File: src/rtl/s4ga_pkg.sv
// Shared helpers and derived-size functions for the s4ga_stream LUT-network core.
package s4ga_pkg;

    localparam int unsigned DEF_N    = 71;
    localparam int unsigned DEF_K    = 5;
    localparam int unsigned DEF_I    = 2;
    localparam int unsigned DEF_O    = 7;
    localparam int unsigned DEF_SI_W = 4;

    // Ceiling log2, clog2(1) == 0.
    function automatic int unsigned clog2(input int unsigned v);
        int unsigned r;
        r = 0;
        while ((32'd1 << r) < v) r = r + 32'd1;
        return r;
    endfunction

    // Ceiling division.
    function automatic int unsigned cdiv(input int unsigned a, input int unsigned b);
        return (a + b - 32'd1) / b;
    endfunction

    function automatic int unsigned max2(input int unsigned a, input int unsigned b);
        return (a > b) ? a : b;
    endfunction

    // Width of a LUT index / LUT counter.
    function automatic int unsigned n_w(input int unsigned n);
        return clog2(n);
    endfunction

    // Width of the per-LUT field counter (0..K).
    function automatic int unsigned k_w(input int unsigned k);
        return clog2(k + 32'd1);
    endfunction

    function automatic int unsigned mask_w(input int unsigned k);
        return 32'd1 << k;
    endfunction

    function automatic int unsigned idx_segs(input int unsigned n, input int unsigned si_w);
        return cdiv(n_w(n), si_w);
    endfunction

    function automatic int unsigned mask_segs(input int unsigned k, input int unsigned si_w);
        return cdiv(mask_w(k), si_w);
    endfunction

    // Longest field in segments; sets the assembly register depth.
    function automatic int unsigned seg_max(input int unsigned n, input int unsigned k,
                                            input int unsigned si_w);
        return max2(idx_segs(n, si_w), mask_segs(k, si_w));
    endfunction

    // Segment counter width, never below one bit.
    function automatic int unsigned seg_w(input int unsigned n, input int unsigned k,
                                          input int unsigned si_w);
        return max2(32'd1, clog2(seg_max(n, k, si_w)));
    endfunction

    // Segments per LUT frame.
    function automatic int unsigned ll(input int unsigned n, input int unsigned k,
                                       input int unsigned si_w);
        return k * idx_segs(n, si_w) + mask_segs(k, si_w);
    endfunction

    // Special index codes: all-ones reads constant 1, all-ones-minus-1 reads q.
    function automatic int unsigned idx_one(input int unsigned nw);
        return (32'd1 << nw) - 32'd1;
    endfunction

    function automatic int unsigned idx_q(input int unsigned nw);
        return (32'd1 << nw) - 32'd2;
    endfunction

endpackage

File: src/rtl/s4ga_seg_ctrl.sv
// Frame position tracking: LUT/field/segment counters, stall gating and SOF resync.
module s4ga_seg_ctrl
    import s4ga_pkg::*;
#(
    parameter  int unsigned N    = DEF_N,
    parameter  int unsigned K    = DEF_K,
    parameter  int unsigned SI_W = DEF_SI_W,
    localparam int unsigned N_W  = n_w(N)
) (
    input  logic           clk,
    input  logic           rst_n,
    input  logic           si_valid,
    input  logic           si_sof,
    output logic           idx_end_c,
    output logic           mask_end_c,
    output logic           frame_end_c,
    output logic           resync_c,
    output logic [N_W-1:0] n_c,
    output logic           sync_err
);

    localparam int unsigned K_W       = k_w(K);
    localparam int unsigned SEG_W     = seg_w(N, K, SI_W);
    localparam int unsigned IDX_SEGS  = idx_segs(N, SI_W);
    localparam int unsigned MASK_SEGS = mask_segs(K, SI_W);

    logic [N_W-1:0]   n, n_nxt;
    logic [K_W-1:0]   k, k_nxt, k_eff;
    logic [SEG_W-1:0] seg, seg_nxt, seg_eff;
    logic             sync_err_nxt;

    // Effective position of this beat (forced to 0/0/0 on misaligned SOF) and counter advance.
    always_comb begin
        resync_c     = 1'b0;
        n_c          = n;
        k_eff        = k;
        seg_eff      = seg;
        idx_end_c    = 1'b0;
        mask_end_c   = 1'b0;
        frame_end_c  = 1'b0;
        n_nxt        = n;
        k_nxt        = k;
        seg_nxt      = seg;
        sync_err_nxt = sync_err;

        resync_c = si_valid & si_sof & ((n != '0) | (k != '0) | (seg != '0));
        if (resync_c) begin
            n_c     = '0;
            k_eff   = '0;
            seg_eff = '0;
        end

        idx_end_c   = si_valid && (k_eff < K_W'(K)) && (seg_eff == SEG_W'(IDX_SEGS - 1));
        mask_end_c  = si_valid && (k_eff == K_W'(K)) && (seg_eff == SEG_W'(MASK_SEGS - 1));
        frame_end_c = mask_end_c && (n_c == N_W'(N - 1));
        sync_err_nxt = sync_err | resync_c;

        if (si_valid) begin
            if (mask_end_c) begin
                seg_nxt = '0;
                k_nxt   = '0;
                n_nxt   = frame_end_c ? '0 : n_c + 1'b1;
            end else if (idx_end_c) begin
                seg_nxt = '0;
                k_nxt   = k_eff + 1'b1;
                n_nxt   = n_c;
            end else begin
                seg_nxt = seg_eff + 1'b1;
                k_nxt   = k_eff;
                n_nxt   = n_c;
            end
        end
    end

    // Counter and sticky error registers.
    always_ff @(posedge clk or negedge rst_n) begin
        if (!rst_n) begin
            n        <= '0;
            k        <= '0;
            seg      <= '0;
            sync_err <= 1'b0;
        end else begin
            n        <= n_nxt;
            k        <= k_nxt;
            seg      <= seg_nxt;
            sync_err <= sync_err_nxt;
        end
    end

endmodule

File: src/rtl/s4ga_stream.sv
// Serially configured LUT-network core: assembles config fields, evaluates one LUT per frame
// slot into a recirculating LUT-output shift register and taps outputs at frame end.
module s4ga_stream
    import s4ga_pkg::*;
#(
    parameter int unsigned N    = DEF_N,
    parameter int unsigned K    = DEF_K,
    parameter int unsigned I    = DEF_I,
    parameter int unsigned O    = DEF_O,
    parameter int unsigned SI_W = DEF_SI_W
) (
    input  logic            clk,
    input  logic            rst_n,
    input  logic [SI_W-1:0] si,
    input  logic            si_valid,
    input  logic            si_sof,
    input  logic [I-1:0]    in_i,
    output logic [O-1:0]    out_o,
    output logic            out_valid,
    output logic            sync_err,
    output logic            dbg_o
);

    localparam int unsigned N_W     = n_w(N);
    localparam int unsigned MASK_W  = mask_w(K);
    localparam int unsigned SR_W    = seg_max(N, K, SI_W) * SI_W;
    localparam int unsigned SR_KEEP = SR_W - SI_W;
    localparam int unsigned LL      = ll(N, K, SI_W);
    localparam logic [N_W-1:0] IDX_ONE = N_W'(idx_one(N_W));
    localparam logic [N_W-1:0] IDX_Q   = N_W'(idx_q(N_W));

    logic              idx_end_c, mask_end_c, frame_end_c, resync_c;
    logic [N_W-1:0]    n_c;
    logic [SR_W-1:0]   field_c;
    logic [N_W-1:0]    idx_c;
    logic [MASK_W-1:0] mask_c;
    logic [N-1:0]      luts;
    logic [K-1:0]      ins, ins_base_c;
    logic              q;
    logic              in_bit_c, pass_c, lut_c;
    logic [O-1:0]      frame_out_c;

    s4ga_seg_ctrl #(
        .N    (N),
        .K    (K),
        .SI_W (SI_W)
    ) u_seg_ctrl (
        .clk         (clk),
        .rst_n       (rst_n),
        .si_valid    (si_valid),
        .si_sof      (si_sof),
        .idx_end_c   (idx_end_c),
        .mask_end_c  (mask_end_c),
        .frame_end_c (frame_end_c),
        .resync_c    (resync_c),
        .n_c         (n_c),
        .sync_err    (sync_err)
    );

    // Field assembly: older segments above the current one; single-segment fields need no history.
    if (SR_KEEP > 0) begin : g_sr
        logic [SR_KEEP-1:0] sr;

        // Segment history shifts only on accepted beats.
        always_ff @(posedge clk or negedge rst_n) begin
            if (!rst_n) begin
                sr <= '0;
            end else if (si_valid) begin
                sr <= SR_KEEP'({sr, si});
            end
        end

        assign field_c = {sr, si};
    end else begin : g_nosr
        assign field_c = si;
    end

    assign idx_c  = field_c[N_W-1:0];
    assign mask_c = field_c[MASK_W-1:0];

    // Index decode, pass-through select and new LUT value.
    always_comb begin
        in_bit_c   = 1'b0;
        pass_c     = 1'b0;
        lut_c      = luts[N-1];
        ins_base_c = resync_c ? '0 : ins;

        if (idx_c == IDX_ONE) begin
            in_bit_c = 1'b1;
        end else if (idx_c == IDX_Q) begin
            in_bit_c = q;
        end else if (idx_c >= N_W'(N)) begin
            in_bit_c = 1'b0;
        end else begin
            in_bit_c = luts[idx_c];
        end

        for (int unsigned j = 0; j < I; j++) begin
            if (n_c == N_W'(j)) pass_c = in_i[j];
        end

        if (mask_end_c) begin
            lut_c = (n_c < N_W'(I)) ? pass_c : mask_c[ins];
        end
    end

    // Output taps: LUT N-1 is being written now; LUT N-1-i sits at a fixed register position.
    assign frame_out_c[0] = lut_c;
    for (genvar gi = 1; gi < O; gi++) begin : g_tap
        localparam int unsigned POS = (LL * gi - 1) % N;
        assign frame_out_c[gi] = luts[POS];
    end

    // LUT register, input collector, q, outputs and debug tap.
    always_ff @(posedge clk or negedge rst_n) begin
        if (!rst_n) begin
            luts      <= '0;
            ins       <= '0;
            q         <= 1'b0;
            out_o     <= '0;
            out_valid <= 1'b0;
            dbg_o     <= 1'b0;
        end else begin
            out_valid <= frame_end_c;
            dbg_o     <= idx_end_c ? in_bit_c : (mask_end_c ? lut_c : 1'b0);
            if (si_valid) begin
                luts <= {luts[N-2:0], lut_c};
                ins  <= idx_end_c ? {ins_base_c[K-2:0], in_bit_c} : ins_base_c;
                if (mask_end_c) q <= mask_c[{1'b0, ins[K-2:0]}];
                if (frame_end_c) out_o <= frame_out_c;
            end
        end
    end

endmodule

File: config.mk
export PLATFORM = sky130hd
export DESIGN_NAME = s4ga_stream
export DESIGN_NICKNAME = d
export VERILOG_FILES = /design/src/rtl/s4ga_pkg.sv /design/src/rtl/s4ga_seg_ctrl.sv /design/src/rtl/s4ga_stream.sv
export SDC_FILE = /design/constraint.sdc
export NUM_CORES = 1
export LEC_CHECK = 0
export CAP_MARGIN = 20
export CORE_ASPECT_RATIO = 0.8
export CORE_MARGIN = 4
export CORE_UTILIZATION = 40
export DETAILED_ROUTE_END_ITERATION = 8
export GPL_TIMING_DRIVEN = 0
export HOLD_SLACK_MARGIN = 0.06
export SYNTH_ARGS = -nofsm -noshare
export SYNTH_HDL_FRONTEND = slang
export SYNTH_SLANG_ARGS = --single-unit
File: constraint.sdc
create_clock -name clk -period 6.1 [get_ports clk]
set_input_delay 0.915 -clock clk [delete_from_list [all_inputs] [get_ports clk]]
set_output_delay 0.915 -clock clk [all_outputs]
set_load 0.05 [all_outputs]
==> impl_results.md <==
- Simple logic cell fraction of the synthesized area: 0.0733
- Category of the worst setup path capture point: flop
- Share of synthesized registers carrying an async set or reset: 1.00
- Most common cell type on the critical path: clkbuf_1
- Worst Path Required: between 6 and 7 ns
- Largest clock skew in the final design: approximately 0.0073 ns
- Arrival @ worst endpoint: roughly 3.8 ns
- Weighted congestion reported at the end of routability-driven placement: roughly 0.85
- Number of setup violations in the final report: 0
- Number of global-route vias before repair: just over 4000
- Effective utilization at floorplan: 0.411
- Number of clock sinks: roughly 130
- DR DRC count: 0
- # IOs: 20
- Die outline area: around 18000 um^2
- Cell area after layout: approximately 7200 um^2
- Flop2flop setup slack: roughly 3 ns
- Wire length of the first global-routing pass: about 21000 um
- Area share of xor/xnor cells in the synthesized design: 0.00141
- CTS max path bufs: 2
- Minimum period implied by the final worst setup slack: ~3.5 ns
- Number of buffers inserted by hold repair at cts: 0
- Core Area: ~15000 um^2
- Number of distinct standard cells referenced by the synthesized netlist: 52
- Root Driver: clkbuf_16
- Reg clk slew, reported paths: approximately 0.05 ns
- Violation count after the first detailed-routing iteration: 246
- Skew-Pair Late Insertion Delay: 0.41 ns
- Count of flip-flops with a built-in enable after synthesis: 0
- Commonest cells after routing, fill and taps aside: 128 x dfrtp_1, 112 x mux2_2, 31 x mux2i_1
- Number of antenna violations at the first check in global routing: 0
- Critical path startpoint category: primary input
- Number of nets in the synthesized netlist: 500
- Cell area after synthesis: a little over 6000 um^2
- Final number of hold-violating endpoints: 0
- Transition time of the tightest slew-check pin: 0.635 ns
- Number of port buffers: 17
- Yosys Warn Count: 0
- Biggest cell delay along the critical path: around 0.40 ns
- Number of synthesized register bits: around 130
- Maximum net fanout on the critical path: 10
- Clock tree from TritonCTS: built
- Commonest non-fill, non-tap cell in the layout: dfrtp_1
- Number of optimization iterations in the first detailed-route pass: 5
- Post-synthesis share of cell area spent on full adders, half adders and majority gates: 0.0181
- Vertical die dimension: around 120 um
- Share of the cycle needed by the critical path after routing: 0.577
- GR Overflow Total: 0
- Cell depth of the worst hold path: 1
- Highest clock rate: around 280 MHz
- Normalized max-slew margin: 0.576
- Layout area overhead: 15.5%
- Cell area power density: between 300 and 400 nW/um^2
- Unrepaired setup endpoints after global routing: no
- Critical path class: primary input to flop
- Fillcell total: approximately 1300
- Synthesized area per cell: 12.9 um^2
- Worst R2R Path Depth: 11
- Most used flip-flop cell after synthesis: dfrtp_1
- Aggregate global-route resource usage: 0.154
- Layout cells sized above 1: 0.309
- Final antenna diode count: 0
- Leakage: 0.00321 uW
- Total via count in the routed design: approximately 4000
- IR drop worst, VDD: approximately 0.00016 V
- Post-synthesis compound-gate area fraction: 0.0723
- Setup TNS Final: 0 ns
- Width of the chip: 147 um
- H-Tree Depth: 4
- Number of vias per cell after detailed routing: 5.36
- # Max-Cap Violations: 0
- Count of mapped cells out of synthesis: 481
- Total CTS buffers: 17
- Library cell contributing the largest single delay on the critical path: nor2_2
- Drt wl/cell: 17.0 um
- Result of the run: finished, final reports clean
- Area after detailed placement: between 6000 and 7000 um^2
- Dominant combinational cell family by area after synthesis: multiplexers
- Antenna violation net count after detailed routing: 0
- Final Max Tran Viols: 0
- Largest net degree at the start of global routing: 70
- Fraction of synthesized area in multiplexers: 0.289
- Number of gates given a new drive strength after cts: 0
- Dpl hpwl: 8730 um
- Sequential fraction of the synthesis area: 0.516
- HP Class: flop to flop
- Setup Buffers After CTS: 0
- Final hold slack: ~0.46 ns
- Total number of nets in the final design: 537
- Series of cell instances along the critical path: clkbuf_1 -> clkbuf_1 -> clkbuf_1 -> a21oi_1 -> ha_1 -> ha_1 -> nand3_1 -> nor2_2 -> and3_1 -> buf_2 -> mux2_2
- Total wire length after detailed routing: approximately 13000 um
- Site Rows: 40
[path summary, 6_finish.rpt]
kind,startpoint,to
max,si_valid,out_o[3]
min,u_seg_ctrl.sync_err,u_seg_ctrl.sync_err
max reg2reg,u_seg_ctrl.n[3],out_o[3]
min reg2reg,u_seg_ctrl.sync_err,u_seg_ctrl.sync_err
max in group asynchronous,rst_n,g_sr.sr[21]
min in group asynchronous,rst_n,out_o[2]
[kinds of logic (layout without fill, tap and decap cells)]
family	after synthesis	in the layout
multiplexers	153	153
flip-flops	128	128
AND/OR/NAND/NOR	89	89
AO/OA/AOI/OAI	61	61
buffers and inverters	40	86
adder cells (fa/ha/maj)	9	9
XOR/XNOR	1	1
[Yosys cell counts, types with 6 or more instances]
library cell / count / share of area
dfrtp_1: 128 / 0.52
mux2_2: 112 / 0.20
mux2i_1: 31 / 0.050
nand2_1: 27 / 0.016
clkbuf_1: 19 / 0.011
a21oi_1: 16 / 0.013
nor2_1: 15 / 0.0091
nand3_1: 14 / 0.011
inv_1: 11 / 0.0066
mux4_2: 10 / 0.036
ha_1: 9 / 0.018
a22oi_1: 6 / 0.0073
nand4_1: 6 / 0.0060
o21ai_0: 6 / 0.0048
[power breakdown]
group	total, uW	leakage, uW	internal [uW]	switching [uW]
Sequential	1100	0.00167	994	108
Clock	867	0.000243	541	326
Combinational	451	0.00130	242	208
[per-stage QoR]
| step | total power (uW) | util | cells | setup WS [ns] |
|---|---|---|---|---|
| finish | 2420 | 0.474 | 737 | 2.58 |
| global route | 2560 | 0.474 | 737 | 2.45 |
| CTS | 2450 | 0.474 | 737 | 2.63 |
| detailed placement | 1570 | 0.441 | 709 | 2.20 |
| global placement | 1550 | 0.440 | 708 | -0.845 |
| floorplan | 1430 | - | 481 | 2.83 |
[layer usage]
metal,track usage,part of all wire,up-vias
met1,0.216,0.50,2007
met5,0,0,-
met3,0.0510,0.048,5
met2,0.230,0.45,79
li1,-,-,1858
met4,0.0402,0.0052,0
[critical path, delay by kind of cell]
family / cells / cell delay [ns]
AOI/OAI and AO/OA: 1 / 0.26
adders and majority gates: 2 / 0.36
buffers and inverters: 4 / 1.09
muxes: 1 / 0.37
and+or+nand+nor: 3 / 0.81
[final cells by class]
cell class                 count  area, um^2  area share
inverter                      11        41.3     0.00576
clock inverter                 1        5.00    0.000698
tap                          210         263      0.0366
multi-input combinational    313        2820       0.394
timing repair buffer          18         199      0.0277
sequential                   128        3200       0.447
buffer                        29         144      0.0201
clock buffer                  27         493      0.0687
[flip-flops by register name, summed over array words and instances (netlist names)]
register             count
out_valid                1
u_seg_ctrl.n             7
dbg_o                    1
u_seg_ctrl.k             3
luts                    71
q                        1
u_seg_ctrl.seg           3
u_seg_ctrl.sync_err      1
g_sr.sr                 28
ins                      5
out_o                    7
Note: power is estimated with default switching activity, not from simulation.
